**src/rtl/xm_mem_pkg.sv**
```systemverilog
// Shared types for the memory-port arbiter: sequencer states, requester ids
// and the latched access descriptor.
package xm_mem_pkg;

  localparam int XM_WORD = 16;
  localparam int XM_ADDR = 16;

  typedef enum logic [1:0] {
    IDLE   = 2'd0,
    ACCESS = 2'd1,
    DONE   = 2'd2
  } state_t;

  typedef enum logic {
    CPU = 1'b0,
    DMA = 1'b1
  } port_t;

  typedef struct packed {
    logic               rw;
    logic               byteOp;
    logic [XM_ADDR-1:0] adr;
    logic [XM_WORD-1:0] data;
  } mem_req_t;

  function automatic logic [1:0] port_onehot(port_t p);
    return (p == DMA) ? 2'b10 : 2'b01;
  endfunction

endpackage

```
**src/rtl/xm_rr_arb2.sv**
```systemverilog
// Two-way round-robin arbiter; the grant is combinational and only issued
// while gntEn_i is high, and the last winner is remembered for tie-breaks.
module xm_rr_arb2
  import xm_mem_pkg::*;
(
  input  logic       clk_i,
  input  logic       rst_i,
  input  logic [1:0] req_i,
  input  logic       gntEn_i,
  output logic [1:0] gnt_o,
  output port_t      winner_o
);

  port_t last_q, last_d;

  always_comb begin
    gnt_o    = 2'b00;
    winner_o = CPU;
    if (gntEn_i) begin
      unique case (req_i)
        2'b01:   winner_o = CPU;
        2'b10:   winner_o = DMA;
        // tie goes to whoever did not win last time
        2'b11:   winner_o = (last_q == DMA) ? CPU : DMA;
        default: winner_o = CPU;
      endcase
      if (|req_i) begin
        gnt_o = port_onehot(winner_o);
      end
    end
    last_d = last_q;
    if (|gnt_o) begin
      last_d = winner_o;
    end
  end

  always_ff @(posedge clk_i) begin
    if (rst_i) begin
      last_q <= DMA;
    end else begin
      last_q <= last_d;
    end
  end

endmodule

```
**src/rtl/xm_mem_arbiter.sv**
```systemverilog
// Shares one memory port between the CPU and a DMA/debug requester: round-robin
// grant, latched request, IDLE/ACCESS/DONE sequencer and a per-access timeout.
//
//   state  | meaning
//   IDLE   | waiting for a request; grant issued here only
//   ACCESS | memory driven from the latch; waiting for memRdy_i or timeout
//   DONE   | owner's busy released, read data / error presented
module xm_mem_arbiter
  import xm_mem_pkg::*;
#(
  parameter int WORD    = XM_WORD,
  parameter int ADDR    = XM_ADDR,
  parameter int TIMEOUT = 255
) (
  input  logic            clk_i,
  input  logic            rst_i,

  input  logic            cpuEn_i,
  input  logic            cpuRW_i,
  input  logic            cpuByte_i,
  input  logic [ADDR-1:0] cpuAdr_i,
  input  logic [WORD-1:0] cpuData_i,
  output logic            cpuBusy_o,
  output logic [WORD-1:0] cpuData_o,
  output logic            cpuErr_o,

  input  logic            dmaEn_i,
  input  logic            dmaRW_i,
  input  logic            dmaByte_i,
  input  logic [ADDR-1:0] dmaAdr_i,
  input  logic [WORD-1:0] dmaData_i,
  output logic            dmaBusy_o,
  output logic [WORD-1:0] dmaData_o,
  output logic            dmaErr_o,

  output logic            memEn_o,
  output logic            memRW_o,
  output logic            memByte_o,
  output logic [ADDR-1:0] memAdr_o,
  output logic [WORD-1:0] memData_o,
  input  logic [WORD-1:0] memData_i,
  input  logic            memRdy_i,

  output logic [1:0]      gnt_o
);

  localparam int TW = $clog2(TIMEOUT + 1);
  localparam logic [TW-1:0] TO_LAST = TW'(TIMEOUT - 1);

  state_t          state_q, state_d;
  mem_req_t        req_q, req_d;
  logic [1:0]      gnt_q, gnt_d;
  logic [TW-1:0]   timer_q, timer_d;
  logic [WORD-1:0] cpuData_q, cpuData_d;
  logic [WORD-1:0] dmaData_q, dmaData_d;
  logic            cpuErr_q, cpuErr_d;
  logic            dmaErr_q, dmaErr_d;

  mem_req_t   cpuReq, dmaReq;
  logic [1:0] arbGnt;
  port_t      arbWin;

  assign cpuReq = '{rw: cpuRW_i, byteOp: cpuByte_i, adr: cpuAdr_i, data: cpuData_i};
  assign dmaReq = '{rw: dmaRW_i, byteOp: dmaByte_i, adr: dmaAdr_i, data: dmaData_i};

  xm_rr_arb2 u_arb (
    .clk_i    (clk_i),
    .rst_i    (rst_i),
    .req_i    ({dmaEn_i, cpuEn_i}),
    .gntEn_i  (state_q == IDLE),
    .gnt_o    (arbGnt),
    .winner_o (arbWin)
  );

  always_comb begin
    state_d   = state_q;
    req_d     = req_q;
    gnt_d     = gnt_q;
    timer_d   = timer_q;
    cpuData_d = cpuData_q;
    dmaData_d = dmaData_q;
    cpuErr_d  = 1'b0;
    dmaErr_d  = 1'b0;

    unique case (state_q)
      IDLE: begin
        if (|arbGnt) begin
          gnt_d   = arbGnt;
          req_d   = (arbWin == DMA) ? dmaReq : cpuReq;
          timer_d = '0;
          state_d = ACCESS;
        end
      end
      ACCESS: begin
        timer_d = timer_q + 1'b1;
        // a ready arriving on the last allowed cycle still completes normally
        if (memRdy_i) begin
          if (!req_q.rw) begin
            if (gnt_q[1]) dmaData_d = memData_i;
            else          cpuData_d = memData_i;
          end
          state_d = DONE;
        end else if (timer_q == TO_LAST) begin
          cpuErr_d = gnt_q[0];
          dmaErr_d = gnt_q[1];
          state_d  = DONE;
        end
      end
      DONE: begin
        gnt_d   = 2'b00;
        state_d = IDLE;
      end
      default: begin
        gnt_d   = 2'b00;
        state_d = IDLE;
      end
    endcase
  end

  always_ff @(posedge clk_i) begin
    if (rst_i) begin
      state_q   <= IDLE;
      req_q     <= '0;
      gnt_q     <= 2'b00;
      timer_q   <= '0;
      cpuData_q <= '0;
      dmaData_q <= '0;
      cpuErr_q  <= 1'b0;
      dmaErr_q  <= 1'b0;
    end else begin
      state_q   <= state_d;
      req_q     <= req_d;
      gnt_q     <= gnt_d;
      timer_q   <= timer_d;
      cpuData_q <= cpuData_d;
      dmaData_q <= dmaData_d;
      cpuErr_q  <= cpuErr_d;
      dmaErr_q  <= dmaErr_d;
    end
  end

  assign memEn_o   = (state_q == ACCESS);
  assign memRW_o   = req_q.rw;
  assign memByte_o = req_q.byteOp;
  assign memAdr_o  = req_q.adr;
  assign memData_o = req_q.data;
  assign gnt_o     = gnt_q;

  assign cpuData_o = cpuData_q;
  assign dmaData_o = dmaData_q;
  assign cpuErr_o  = cpuErr_q;
  assign dmaErr_o  = dmaErr_q;

  // busy deliberately depends only on the request level and the sequencer
  assign cpuBusy_o = cpuEn_i & ~((state_q == DONE) & gnt_q[0]);
  assign dmaBusy_o = dmaEn_i & ~((state_q == DONE) & gnt_q[1]);

endmodule
```
**config.mk**
```make
export PLATFORM = sky130hd
export DESIGN_NAME = xm_mem_arbiter
export DESIGN_NICKNAME = d
export VERILOG_FILES = /design/src/rtl/xm_mem_pkg.sv /design/src/rtl/xm_rr_arb2.sv /design/src/rtl/xm_mem_arbiter.sv
export SDC_FILE = /design/constraint.sdc
export NUM_CORES = 1
export LEC_CHECK = 0
export CORE_MARGIN = 2
export CORE_UTILIZATION = 37
export CTS_CLUSTER_SIZE = 28
export DETAILED_ROUTE_END_ITERATION = 7
export GPL_ROUTABILITY_DRIVEN = 0
export PLACE_DENSITY_LB_ADDON = 0.25
export SLEW_MARGIN = 10
export SYNTH_ARGS = -nofsm -noshare
export SYNTH_HDL_FRONTEND = slang
export SYNTH_SLANG_ARGS = --single-unit
```
**constraint.sdc**
```tcl
create_clock -name clk_i -period 1.7 [get_ports clk_i]
set_clock_uncertainty 0.2 [all_clocks]
set_input_delay 0.34 -clock clk_i [delete_from_list [all_inputs] [get_ports clk_i]]
set_output_delay 0.34 -clock clk_i [all_outputs]
set_load 0.02 [all_outputs]
```
### Word level (Yosys, flattened, before mapping)

Index checks and enable logic that the tools add are counted.

* add/sub/neg operators: 1
* eq/ne operators: 7
* muxes and demuxes: 16
* bitwise operators: 10
* reduce and logical (&&, ||, !) cells: 11

Operator list (count)
* $mux 34: 1
* $pmux 8 s2: 1
* $mux 2: 7
* $add 8x1->8 const B: 1
* $eq 8x8->1 const B: 1
* $mux 8: 1
* $pmux 2 s2: 2
* $reduce_and 2->1: 4
* $reduce_and 4->1: 2
* $eq 2x2->1 const B: 3
* $not 1->1: 6
* $and 1x1->1: 4
* $reduce_or 2->1: 2
* $reduce_or 4->1: 1
* $mux 1: 3
* $ne 3x1->1 const B: 1
* $eq 2x1->1 const B: 1
* $logic_not 2->1: 1
* $ne 2x2->1 const B: 1
* $pmux 1 s2: 1
* $reduce_bool 2->1: 1

* flip-flop bits (word level): 81
* bits of input ports: 89
* output and inout bits: 73
* logic and storage cells: 57

### Depth between registers and ports, before layout

Gate-level depths: netlist of run 1.

* depth after elaboration: 9
* mapped depth: 6
* mapped depth without buffers: 5

### Modules after synthesis

A second synthesis of run 1 with hierarchy kept.

* cells, all modules: 395
* area total of the unflattened synthesis: 3530.9 sq um

Modules (own cells, without submodules)
* xm_mem_arbiter: instances 1, cells an instance 386, area an instance 3467.1 sq um, seq. area each 1601.5 sq um
* xm_rr_arb2: instances 1, cells an instance 9, area an instance 63.8 sq um, seq. area each 20.0 sq um

### Least setup slack after synthesis of run 1

Ideal clock, no wire load.

* kind: flip-flop to output port
* start: reg gnt_q[1], in the netlist gnt_o[1]
* end: out dmaBusy_o
* data arrival time: 1.261 ns
* required time: 1.160 ns
* path slack: -0.101 ns
* stages on the path, launching flop included: 4
* buffers on the path: 2
* cells stage by stage: dfxtp_1 clkbuf_1 clkbuf_1 a21boi_0

* cells in the longest elaborated chain, start to end: 3

RTL lines
* start: declaration: line xm_mem_arbiter.sv:52 `logic [1:0] gnt_q, gnt_d;`
* start signal: assignment: line xm_mem_arbiter.sv:133 `gnt_q <= gnt_d;`
* $and 1x1->1: line xm_mem_arbiter.sv:156 `assign dmaBusy_o = dmaEn_i & ~((state_q == DONE) & gnt_q[1]);`
* $not 1->1: line xm_mem_arbiter.sv:156
* $and 1x1->1: line xm_mem_arbiter.sv:156
* end: declaration: line xm_mem_arbiter.sv:32 `output logic dmaBusy_o,`

No other way between the ends.

### Worst setup path after layout of run 1

* start: reg state_q[1]
* end: reg timer_q[3]

* cells in the longest elaborated chain, start to end: 5
* elaborated cells on any way between the ends: 8
* those cells by class: eq/ne: 2; mux: 2; reduce/logical: 4

RTL lines
* start: declaration: line xm_mem_arbiter.sv:50 `state_t state_q, state_d;`
* start signal: assignment: line xm_mem_arbiter.sv:131 `state_q <= state_d;`
* $logic_not 2->1: line xm_mem_arbiter.sv:70, xm_mem_arbiter.sv:85
* $mux 2: line xm_rr_arb2.sv:19 `if (gntEn_i) begin`
* $reduce_or 2->1: line xm_mem_arbiter.sv:87 `if (|arbGnt) begin`
* $ne 2x2->1 (no line)
* $reduce_and 2->1 (no line)
* end signal: assignment: line xm_mem_arbiter.sv:134 `timer_q <= timer_d;`
* end: declaration: line xm_mem_arbiter.sv:53 `logic [TW-1:0] timer_q, timer_d;`

Several ways; a longest one is shown, not always the timed one.
A chain may end at the register's enable or synchronous reset.

==> flow_metrics.env, run 1 <==
export IMPL_p_leak_nw=2.339
export IMPL_intPower_w=0.003366
export IMPL_clk_pin_slew_ns=0.09
export IMPL_peakVddDrop_mv=0.4900
export IMPL_row_count=35
export IMPL_io_buffer_count=161
export IMPL_syn_area_per_cell_um2=8.147
export IMPL_grt_first_pass_wirelength_mm=17.64
export IMPL_overflow=0
export IMPL_cts_buffers=9
export IMPL_drt_iter0_markers=207
export IMPL_layout_min_cycle_time_ns=1.683
export IMPL_clk_path_buf_depth=2
export IMPL_period_share_pct=98.99
export IMPL_die_w_um=100.9
export IMPL_tightest_slew_ns=0.4472
export IMPL_slew_viol_final=0
export IMPL_antenna_found_initial=2
export IMPL_swShare_pct=31.35
export IMPL_synthAdderAreaFrac_pct=0.7210
export IMPL_cts_tree="built"
export IMPL_ios=162
export IMPL_synth_top_area_cell="dfxtp_1"
export IMPL_seqPwrFrac_pct=43.3
export IMPL_min_path_cells=2
export IMPL_core_area_mm2=0.009153
export IMPL_powerDensity_mw_per_mm2=871.7
export IMPL_syn_area_mm2=0.003471
export IMPL_synth_compound_area_share_pct=28.95
export IMPL_dp_cells=688
export IMPL_instances_no_fill=708
export IMPL_cp_required_ns=1.77
export IMPL_hold_path_class="input port to register"
export IMPL_synthMuxAreaShare_pct=0.2884
export IMPL_cts_root_buf="clkbuf_8"
export IMPL_wl_mm=11.42
export IMPL_cp_max_fo=5
export IMPL_grt_usage_pct=21.55
export IMPL_outcome="completed"
export IMPL_hold_slack_ns=0.2225
export IMPL_crit_type="register to register"
export IMPL_dieArea_mm2=0.01017
export IMPL_relSlewSlack_pct=69.96
export IMPL_crit_arrival_ns=1.75
export IMPL_synth_top_family_by_area="compound AO/OA/AOI/OAI gates"
export IMPL_synth_seq_cells=81
export IMPL_initial_utilization_pct=37.92
export IMPL_max_freq_ghz=0.5942
export IMPL_hold_buffers=0
export IMPL_wl_per_cell_um=16.13
export IMPL_htreeDepth=3
export IMPL_synth_edff_count=0
export IMPL_clk_latency_ns=0.34
export IMPL_ant_nets=0
export IMPL_end_kind="register"
export IMPL_drc=0
export IMPL_syn_num_nets=517
export IMPL_ys_seq_area_share_pct=46.72
export IMPL_hpwl_mm=7.716
export IMPL_layout_common_cells="clkdlybuf4s50_1 (85), dfxtp_1 (78), nand2_1 (71)"
export IMPL_fin_area_mm2=0.005625
export IMPL_yosys_most_used_dff="dfxtp_1"
export IMPL_start_kind="register"
export IMPL_layout_commonest_cell="clkdlybuf4s50_1"
export IMPL_dr_pass1_iters=4
export IMPL_cts_sinks=81
export IMPL_rsz0062_at_grt="true"
export IMPL_reg2regPathDepth=4
export IMPL_grt_pass1_vias=3682
export IMPL_setup_violations_final=0
export IMPL_hold_viol=0
export IMPL_place_area_mm2=0.005388
export IMPL_synthXorXnorAreaFrac_pct=0
export IMPL_comb_power_share_pct=27.1
export IMPL_power_frac_clock_pct=29.6
export IMPL_grt_max_degree=39
export IMPL_vias=3863
export IMPL_drive_gt1_share_pct=13.28
export IMPL_ys_top_cells_by_area="dfxtp_1 (47%), a21oi_1 (10%), a311oi_1 (8.6%), nand2_1 (7.7%), nand3_1 (4.9%)"
export IMPL_regArea_mm2=0.001630
export IMPL_async_reset_ff_share_pct=0
export IMPL_syn_inst=426
export IMPL_synthSimpleGateAreaFrac_pct=17.20
export IMPL_p_switching_w=0.001537
export IMPL_ys_warn_count=0
export IMPL_viasPerCell=5.456
export IMPL_multi_input_area_mm2=0.001704
export IMPL_drv_cap=0
export IMPL_syn2layout_area_growth_pct=62.08
export IMPL_finalNetCount=681
export IMPL_post_synth_num_cell_types=38
export IMPL_fill_cells=830
export IMPL_yosysTopAreaCellShare_pct=46.72
export IMPL_die_h_um=100.9
-- synth_stat cells, types with 2 or more instances --
cell	count
o211ai_1	2
buf_2	14
buf_1	2
nand3_1	34
nor3_1	3
nand2_1	71
dfxtp_1	81
or4_1	4
inv_1	7
a21boi_0	2
a311oi_1	34
clkbuf_1	29
ha_1	2
a21oi_1	70
o21ai_0	30
o21ai_1	5
a211oi_1	4
nand2b_1	2
o31ai_1	4
nor2_1	3
a211oi_2	2
and3_1	3
or2_2	3
-- routing by layer --
metal	vias up	global-route usage, %	share of wire [%]
met3	24	7.143	8.7
met5	-	0	0
met1	1797	26.01	41
met4	0	7.165	2.3
li1	1882	-	-
met2	160	36.05	48
-- power groups by stage --
stage / logic, W / registers (W) / clock network [W]
floorplan: 0.000474 / 0.00232 / 0
global placement: 0.00134 / 0.00216 / 0
detailed placement: 0.00136 / 0.00216 / 0
CTS: 0.00127 / 0.00212 / 0.00147
global route: 0.00144 / 0.00214 / 0.00156
finish: 0.00133 / 0.00212 / 0.00145
-- kinds of logic (layout without fill, tap and decap cells) --
family / Yosys count / after routing
AOI/OAI and AO/OA: 160 / 160
adders and majority gates: 2 / 2
buffers and inverters: 52 / 221
DFF: 81 / 81
muxes: 1 / 1
other: 0 / 2
and+or+nand+nor: 130 / 130
-- final timing paths --
check / start / slack [ns] / end
setup / recovery: state_q[1] / 0.02 / timer_q[3]
setup reg to reg: state_q[1] / 0.02 / timer_q[3]
hold reg to reg: cpuData_o[3] / 0.27 / cpuData_o[3]
hold / removal: rst_i / 0.22 / timer_q[1]
-- cell type report --
| cell class | instances | area share (%) |
|---|---|---|
| Antenna cell | 2 | 0.08897 |
| Clock buffer | 9 | 2.202 |
| Clock inverter | 7 | 1.379 |
| Inverter | 7 | 0.4671 |
| Multi-Input combinational cell | 293 | 30.29 |
| Sequential cell | 81 | 28.98 |
| Tap cell | 111 | 2.469 |
| Timing Repair Buffer | 198 | 34.12 |
-- critical path, stage by stage, from the launching register on --
cell and delay, ns:
dfxtp_2 0.35, buf_4 0.14, nand3b_1 0.24, or4_1 0.46
a211oi_2 0.23
-- through the flow --
step	total power, W	TNS [ns]	setup slack [ns]	utilization (%)
floorplan	0.002793	0	0.01321	-
global placement	0.003501	-22.67	-0.5303	58.87
detailed placement	0.003519	-24.87	-0.5770	58.87
CTS	0.004861	0	0.003260	60.26
global route	0.005133	-0.06916	-0.04393	61.44
finish	0.004903	0	0.01714	61.46
-- state kept, by name, summed over array words and instances, names as in the netlist --
signal,count
state_q,2
dmaData_o,16
memRW_o,1
memAdr_o,16
cpuErr_o,1
dmaErr_o,1
cpuData_o,16
timer_q,8
gnt_o,2
memByte_o,1
u_arb.last_q,1
memData_o,16
-- repair_timing --
item                                    4_1_cts  5_1_grt
endpoints found under the hold margin         0        0
endpoints found under the setup margin       89       54
cloned                                        0        3
gates resized for setup                      98       17
setup buffers                                 0        0
pin swaps                                     1        5
Power figures use the tool's default switching activity.
==> run 2, diff against run 1 <==
Settings changed: ABC_AREA from default to 1, CORE_UTILIZATION 37 to 38.
==> run 2 against run 1 <==
Register-to-register slack barely moved. Final cell count rose by 15%. Wire length fell by 11%. Sequential share of layout area fell by 1.4 points. Critical path depth rose by 5. Largest power group unchanged. Count of clock-buffer cells in the layout did not move. Critical path type unchanged. Sequential power barely moved. Power barely moved. Via count fell by 3.0%. Hold slack improved by 0.022 ns.
==> flow_metrics.env, run 2 <==
export IMPL_intPower_w=0.003295
export IMPL_r2r_end="memAdr_o[15]"
export IMPL_grt_first_pass_wirelength_mm=14.73
export IMPL_rsz0062_at_grt="true"
export IMPL_clk_latency_ns=0.35
export IMPL_cp_max_fo=7
export IMPL_cp_required_ns=1.75
export IMPL_cts_root_buf="clkbuf_8"
export IMPL_synth_compound_area_share_pct=25.50
export IMPL_max_freq_ghz=0.5903
export IMPL_crit_buf_inv=4
export IMPL_reg2reg_slack_ns=0.006
export IMPL_reg2regPathDepth=9
export IMPL_yosys_cell_count_top_type="o21ai_0"
export IMPL_fin_area_mm2=0.005882
export IMPL_core_area_mm2=0.009240
export IMPL_die_h_um=101.4
export IMPL_yosys_most_used_dff="dfxtp_1"
export IMPL_relSlewSlack_pct=82.90
export IMPL_ys_warn_count=0
export IMPL_cp_cell_sequence="buf_6, nor2_4, nand3_4, buf_12, clkbuf_16, nand2_2, o21ai_2, o21ai_1, inv_1"
export IMPL_comb_power_share_pct=29.3
export IMPL_initial_utilization_pct=39.03
export IMPL_power_frac_clock_pct=27.1
export IMPL_drt_iter0_markers=127
export IMPL_swShare_pct=32.78
export IMPL_worstHoldEndpoint="cpuData_o[1]"
export IMPL_yosysTopAreaCellShare_pct=44.97
export IMPL_clk_path_buf_depth=2
export IMPL_ios=162
export IMPL_row_count=35
export IMPL_antenna_found_initial=1
export IMPL_drive_gt1_share_pct=13.05
export IMPL_period_share_pct=99.66
export IMPL_wl_per_cell_um=12.52
export IMPL_syn_inst=497
export IMPL_htreeDepth=3
export IMPL_syn_area_per_cell_um2=7.255
export IMPL_drv_cap=0
export IMPL_powerDensity_mw_per_mm2=833.5
export IMPL_viasPerCell=4.617
export IMPL_worstReg2RegStart="state_q[1]"
export IMPL_die_w_um=101.4
export IMPL_vias=3749
export IMPL_dieArea_mm2=0.01029
export IMPL_hpwl_mm=7.067
export IMPL_synth_seq_cells=81
export IMPL_overflow=0
export IMPL_place_area_mm2=0.005512
export IMPL_p_switching_w=0.001607
export IMPL_seqPwrFrac_pct=43.6
export IMPL_cts_tree="built"
export IMPL_layout_common_cells="inv_1 (94), clkdlybuf4s50_1 (86), dfxtp_1 (79)"
export IMPL_crit_family="buffers and inverters"
export IMPL_clk_pin_slew_ns=0.09
export IMPL_setup_violations_final=0
export IMPL_critPathSlowestCell="dfxtp_2"
export IMPL_peakVddDrop_mv=0.3808
export IMPL_slew_viol_final=0
export IMPL_wl_mm=10.17
export IMPL_outcome="completed"
export IMPL_synthXorXnorAreaFrac_pct=0
export IMPL_layout_commonest_cell="inv_1"
export IMPL_synth_common_cells="o21ai_0 (102), inv_1 (95), dfxtp_1 (81)"
export IMPL_ant_nets=0
export IMPL_crit_type="register to register"
export IMPL_layout_min_cycle_time_ns=1.694
export IMPL_ys_seq_area_share_pct=44.97
export IMPL_cts_sinks=81
export IMPL_max_stage_delay_ns=0.34
export IMPL_drc=0
export IMPL_cts_buffers=9
export IMPL_start_kind="register"
export IMPL_grt_max_degree=58
export IMPL_final_util_pct=63.66
export IMPL_fill_cells=837
export IMPL_syn2layout_area_growth_pct=63.12
export IMPL_synthMuxAreaShare_pct=0
export IMPL_dp_cells=785
export IMPL_synthSimpleGateAreaFrac_pct=14.57
export IMPL_syn_area_mm2=0.003606
export IMPL_post_synth_num_cell_types=26
export IMPL_hold_buffers=0
export IMPL_grt_usage_pct=17.95
export IMPL_syn_num_nets=588
export IMPL_hold_path_class="register to register"
export IMPL_ys_top_cells_by_area="dfxtp_1 (45%), o21ai_0 (14%), inv_1 (9.9%), o21a_1 (6.9%), nand2_1 (5.9%)"
export IMPL_end_kind="register"
export IMPL_synth_top_area_cell="dfxtp_1"
export IMPL_p_leak_nw=2.911
export IMPL_async_reset_ff_share_pct=0
export IMPL_hold_viol=0
export IMPL_synth_edff_count=0
export IMPL_grt_pass1_vias=3351
export IMPL_crit_start="state_q[1]"
export IMPL_tightest_slew_ns=0.2575
export IMPL_instances_no_fill=812
export IMPL_crit_arrival_ns=1.74
export IMPL_finalNetCount=768
export IMPL_dr_pass1_iters=4
export IMPL_min_path_cells=2
export IMPL_synthAdderAreaFrac_pct=0.6940
export IMPL_io_buffer_count=161
export IMPL_synth_top_family_by_area="compound AO/OA/AOI/OAI gates"
export IMPL_min_from="cpuData_o[1]"
[run 2: worst register-to-register path, cell delays in order (launching register included)]
cell,delay (ns)
dfxtp_2,0.34
buf_6,0.12
nor2_4,0.15
nand3_4,0.12
buf_12,0.16
clkbuf_16,0.17
nand2_2,0.07
o21ai_2,0.05
o21ai_1,0.16
inv_1,0.05
[run 2: power by group through the flow]
stage               logic [W]  clock network [W]  registers [W]
floorplan            0.000484                  0        0.00236
global placement      0.00135                  0        0.00218
detailed placement    0.00136                  0        0.00219
CTS                   0.00128            0.00136        0.00214
global route          0.00156            0.00144        0.00215
finish                0.00144            0.00133        0.00214
[run 2: repair_timing]
| action | 4_1_cts | 5_1_grt |
|---|---|---|
| resized for setup | 93 | 85 |
| pin swaps | 1 | 17 |
| setup endpoints to repair | 74 | 44 |
| setup buffers | 2 | 5 |
| gates cloned | 0 | 4 |
[run 2: layer usage]
layer	vias to the layer above	global-route usage (%)	part of all wire (%)
met2	118	30.41	49
met1	1688	20.41	42
met3	11	6.901	8.7
met4	0	7.069	1.1
li1	1932	-	-
met5	-	0	0
[run 2: cells by family after synthesis]
family	Yosys count
fa+ha+maj	2
flops	81
buf+inv	127
compound gates	166
simple gates	121
[run 2: worst max-delay path by stage]
stage / depth (start not counted) / slack [ns] / end
2_1_floorplan: 6 / 0.19 / cpuData_o[10]
4_1_cts: 9 / -0.02 / memData_o[0]
6_report: 9 / 0.006 / memAdr_o[15]
3_5_place_dp: 4 / -0.56 / dmaBusy_o
5_1_grt: 9 / -0.07 / memData_o[14]
3_3_place_gp: 4 / -0.54 / dmaBusy_o
[run 2: layout make-up]
type | count | area, µm² | share of cell area, %
repair buffers | 195 | 1961 | 33.33
inverters | 101 | 379.1 | 6.445
multi-input cells | 289 | 1569 | 26.68
clock inverters | 7 | 61.31 | 1.042
flip-flops and latches | 81 | 1624 | 27.61
clock buffers | 9 | 123.9 | 2.106
diodes | 1 | 2.502 | 0.04254
well taps | 129 | 161.4 | 2.744
[run 2: through the flow]
stage	setup TNS, ns	power, W	setup slack (ns)	hold slack, ns
CTS	-0.03917	0.004781	-0.01583	0.2466
floorplan	0	0.002847	0.1905	0.2091
detailed placement	-14.56	0.003547	-0.5580	0.2344
global route	-0.6140	0.005160	-0.07131	0.2574
finish	0	0.004902	0.005833	0.2442
global placement	-12.81	0.003521	-0.5423	0.2317
==> run 3, diff against run 2 <==
Settings changed: ABC_AREA 1 to default, CORE_UTILIZATION 38 to 37.
==> results of run 3 <==
Same layout as run 1: the final DEF is identical, and so are final timing and power.
